### src/rtl/uart_transmitter.sv
// uart_transmitter: FIFO-fed one-bit-per-clock UART serialiser; in_* push port, tx line, busy/fifo_count status
module uart_transmitter #(
  parameter int DEPTH = 4,
  parameter int CLKS_PER_BIT = 1,
  parameter int STOP_BITS = 1
) (
  input  logic                       clk,
  input  logic                       rstN,
  input  logic [6:0]                 in_data,
  input  logic                       in_valid,
  input  logic                       in_bad_parity,
  output logic                       in_ready,
  output logic                       tx,
  output logic                       busy,
  output logic [$clog2(DEPTH+1)-1:0] fifo_count
);
  localparam int CW = $clog2(DEPTH + 1);
  localparam int PW = $clog2(DEPTH);
  localparam int BW = CLKS_PER_BIT > 1 ? $clog2(CLKS_PER_BIT) : 1;
  typedef enum logic [2:0] {IDLE, START, PARITY, DATA, STOP} state_t;
  state_t state_q;
  logic [7:0] mem_q [DEPTH];
  logic [PW-1:0] wr_q, rd_q;
  logic [CW-1:0] cnt_q, cnt_d;
  logic [BW-1:0] baud_q;
  logic [2:0] idx_q;
  logic [6:0] data_q;
  logic par_q, tx_q, busy_q;
  logic push, pop, bit_end, last_stop;
  logic [7:0] head;
  always_comb begin
    in_ready = (cnt_q != CW'(DEPTH)) && rstN;
    push = in_valid && in_ready;
    bit_end = baud_q == BW'(CLKS_PER_BIT - 1);
    last_stop = state_q == STOP && bit_end && idx_q == 3'(STOP_BITS - 1);
    pop = cnt_q != '0 && (state_q == IDLE || last_stop);
    head = mem_q[rd_q];
    cnt_d = cnt_q + CW'(push) - CW'(pop);
  end
  always_ff @(posedge clk) begin
    if (push) mem_q[wr_q] <= {in_bad_parity, in_data};
  end
  always_ff @(posedge clk) begin
    if (!rstN) begin
      state_q <= IDLE;
      wr_q <= '0;
      rd_q <= '0;
      cnt_q <= '0;
      baud_q <= '0;
      idx_q <= '0;
      data_q <= '0;
      par_q <= 1'b0;
      tx_q <= 1'b1;
      busy_q <= 1'b0;
    end else begin
      wr_q <= wr_q + PW'(push);
      rd_q <= rd_q + PW'(pop);
      cnt_q <= cnt_d;
      baud_q <= (state_q == IDLE || bit_end) ? '0 : baud_q + BW'(1);
      if (pop) begin
        data_q <= head[6:0];
        par_q <= ^head;
        state_q <= START;
        tx_q <= 1'b0;
        busy_q <= 1'b1;
        idx_q <= '0;
      end else if (bit_end) begin
        case (state_q)
          START: begin
            state_q <= PARITY;
            tx_q <= par_q;
          end
          PARITY: begin
            state_q <= DATA;
            tx_q <= data_q[0];
            idx_q <= '0;
          end
          DATA: begin
            state_q <= idx_q == 3'd6 ? STOP : DATA;
            tx_q <= idx_q == 3'd6 ? 1'b1 : data_q[1];
            data_q <= data_q >> 1;
            idx_q <= idx_q == 3'd6 ? '0 : idx_q + 3'd1;
          end
          STOP: begin
            state_q <= last_stop ? IDLE : STOP;
            busy_q <= !last_stop;
            idx_q <= idx_q + 3'd1;
            tx_q <= 1'b1;
          end
          default: begin
            state_q <= IDLE;
            tx_q <= 1'b1;
            busy_q <= 1'b0;
          end
        endcase
      end
    end
  end
  assign tx = tx_q;
  assign busy = busy_q;
  assign fifo_count = cnt_q;
endmodule

### config.mk
export PLATFORM = sky130hd
export DESIGN_NAME = uart_transmitter
export DESIGN_NICKNAME = d
export VERILOG_FILES = /design/src/rtl/uart_transmitter.sv
export SDC_FILE = /design/constraint.sdc
export NUM_CORES = 1
export LEC_CHECK = 0
export ABC_AREA = 0
export CAP_MARGIN = 20
export CORE_ASPECT_RATIO = 1.4
export CORE_MARGIN = 2
export CORE_UTILIZATION = 55
export CTS_CLUSTER_DIAMETER = 200
export DETAILED_ROUTE_END_ITERATION = 8
export GPL_ROUTABILITY_DRIVEN = 1
export PLACE_DENSITY = 0.77
export SETUP_SLACK_MARGIN = 0.05
export SYNTH_ARGS = -nofsm -noshare
export SYNTH_HDL_FRONTEND = slang
export SYNTH_SLANG_ARGS = --single-unit
### constraint.sdc
create_clock -name clk -period 4.2 [get_ports clk]
set_input_delay 0.42 -clock clk [delete_from_list [all_inputs] [get_ports clk]]
set_output_delay 0.42 -clock clk [all_outputs]
set_load 0.05 [all_outputs]
==> summary.md <==
| Metric | Value |
|---|---|
| Number of setup buffers added after CTS | `0` |
| Synth cell types | `40` |
| R2R Path Start | `idx_q[0]` |
| Worst Hold Depth | `2` |
| Cts repair resizes | `0` |
| Via count | `approximately 1.5k` |
| Via-to-Cell Ratio | `5.557` |
| Slew Limit Fails | `0` |
| Post-Route WL | `3943 µm` |
| DPL Wire Length | `2865 µm` |
| Avg WL per Cell | `14.94 µm` |
| CP Capture Type | `register` |
| Min Tclk post-route | `2855 ps` |
| Post-DRT Antenna Nets | `0` |
| Die H | `83.03 µm` |
| Vias in the first global route | `1464` |
| RSZ-0062 raised after global routing | `false` |
| Max VDD drop | `0.0002898 V` |
| WS Path Type | `reg2reg` |
| Antenna violations before repair | `0` |
| R2r endpoint | `fifo_count[2]` |
| Slew headroom | `50.67%` |
| Syn Inst Count | `187` |
| Worst-Skew Late Latency | `between 300 and 400 ps` |
| Worst reg2reg path depth | `12` |
| Min-Delay Path Class | `reg2reg` |
| DRC Markers | `0` |
| Fillers | `345` |
| Total Routing Usage GR | `17.39%` |
| CTS tree | `done` |
| First-pass GRT wire length | `6630 µm` |
| Critical path data arrival time | `3070 ps` |
| Synth area leader | `edfxtp_1` |
| Asr flop ratio synth | `0%` |
| Root Driver | `clkbuf_8` |
| IO Port Bufs | `16` |
| Flops & latches, synth | `56` |
| Syn_area_per_cell | `13.12 µm²` |
| Cell Area, Synth | `0.002454 mm²` |
| P_leak | `0.9729 nW` |
| Fin Clk Skew | `10.36 ps` |
| Most frequent cells after synthesis | `32 x edfxtp_1, 24 x dfxtp_1, 12 x nand2_1` |
| CTS Hold Bufs | `0` |
| Design Power | `roughly 0.0016 W` |
| Reg clk slew, reported paths | `around 100 ps` |
| Area occupied by multi-input gates | `933.4 µm²` |
| Ant diodes | `0` |
| Initial DRC Count | `between 80 and 90` |
| Worst-path maximum fanout | `17` |
| FMAX | `350.2 MHz` |
| Min-delay src | `data_q[5]` |
| CP required | `4410 ps` |
| Syn_nets | `206` |
| Starting Density | `57.41%` |
| # nets final | `approximately 220` |
| Io pins | `17` |
| Non-Filler Instances | `264` |
| Hold Path End | `data_q[5]` |
| Worst hold slack | `approximately 470 ps` |
| GP Congestion | `approximately 0.78` |
| Tcrit/Tclk final | `67.98%` |
| Final Setup Violations | `0` |
| Count leader, synth | `edfxtp_1` |
| Synthesis Warnings | `0` |
| Status | `finished, final reports clean` |
| Total gr overflow | `0` |
| Die area | `0.005019 mm²` |
| MaxCap Viol Count | `0` |
| Core box area | `0.004274 mm²` |
| Measured slew at the worst slew-check pin | `737.3 ps` |
| EDFF count, synth | `32` |
| Clock Tree Buf Depth | `2` |
| Share of Yosys cell area claimed by the top area cell type | `between 30% and 40%` |
| Die Span X | `slightly above 60 µm` |
| Pwr dens | `589.1 mW/mm²` |
| CP Launch Type | `register` |
| Cts bufs inserted | `5` |
| Initial DRT Pass Iterations | `4` |
| Top FF cell, synth | `edfxtp_1` |
| H-tree Lvls | `2` |
| Flop2flop setup slack | `approximately 1300 ps` |
| FP Rows | `28` |
| Clock sinks | `56` |
| Placed insts | `256` |
| Share of post-route cells with drive strength above 1 | `8.333%` |
| Top cells by area, synth | `edfxtp_1 39%, dfxtp_1 20%, mux4_1 4.3%, mux4_2 3.7%, ha_1 3.6%` |
| Total negative slack | `0 ps` |
| Register area | `about 0.0014 mm²` |
| Sequential-to-total area share from yosys stat | `58.75%` |
| Largest net degree at the start of global routing | `21` |
| Area Growth Syn to Fin | `12.90%` |
| Final hold vios | `0` |
## cell usage in the layout, fill, tap and decap left out, types with 6 or more instances in the layout
cell type	count
inv_1	6
a21oi_1	7
dfxtp_1	24
ha_1	7
and2_1	9
a22oi_1	8
edfxtp_1	32
nand2_1	12
clkdlybuf4s50_1	16
xnor2_1	7
nor2_1	11
## flip-flops by register name, summed over array words and instances, names as in the netlist
| signal | flops |
|---|---|
| tx | 1 |
| idx_q | 3 |
| data_q | 7 |
| wr_q | 2 |
| busy | 1 |
| state_q | 3 |
| mem_q | 32 |
| rd_q | 2 |
| par_q | 1 |
| baud_q | 1 |
| fifo_count | 3 |
## layer usage
metal | global-route usage, % | routed length [µm] | vias to the layer above
li1 | - | - | 708
met4 | 6.126 | 72 | 0
met3 | 2.804 | 107 | 7
met2 | 29.84 | 2146 | 27
met1 | 21.58 | 1615 | 725
met5 | 0 | 0 | -
## critical path: stages (launching register included)
cell and delay, ps:
dfxtp_1 340, inv_1 100, ha_1 180, or3b_4 400, a2111oi_4 340, buf_4 260, ha_1 260, inv_1 60
ha_1 130, inv_1 40, fa_1 380, xnor2_1 130, and2_1 140
## where the power goes
part	switching, W	leakage (nW)	internal, W
sequential	0.0000756	0.487	0.000654
clock	0.000175	0.0548	0.000180
combinational	0.000283	0.431	0.000264
## area by class of cell
class                      count  area share [%]
clock buffer                   5           2.484
clock inverter                 3           1.671
inverter                       6          0.8130
multi-input combinational    115           33.69
sequential                    56           52.03
tap                           60           2.710
timing repair buffer          19           6.594
## per-stage QoR
stage | setup slack [ps] | area (µm²) | utilization, %
4_1_cts | 1321 | 2770 | 64.81
3_3_place_gp | 1281 | 2655 | 62.12
5_1_grt | 1172 | 2770 | 64.81
6_report | 1345 | 2770 | 64.81
2_1_floorplan | 612.2 | 2454 | -
3_5_place_dp | 1192 | 2655 | 62.12
## kinds of logic (layout without fill, tap and decap cells)
family                   count (synthesis)  in the layout  synth area share [%]
flip-flops                              56             56                 58.75
adder cells (fa/ha/maj)                  8              8                 4.385
multiplexers                             9              9                 8.363
buffers and inverters                   16             33                 3.212
XOR/XNOR                                11             11                 3.926
AND/OR/NAND/NOR                         49             49                 10.35
AO/OA/AOI/OAI                           37             37                 10.86
other                                    1              1                0.1528
## worst max path at each step
stage | startpoint | endpoint | cells after the start
6_report | idx_q[0] | fifo_count[2] | 12
5_1_grt | idx_q[0] | fifo_count[2] | 12
4_1_cts | idx_q[0] | fifo_count[2] | 12
3_5_place_dp | rstN | fifo_count[2] | 10
3_3_place_gp | rstN | fifo_count[2] | 10
2_1_floorplan | fifo_count[1] | fifo_count[2] | 10
Note: power is estimated with default switching activity, not from simulation.
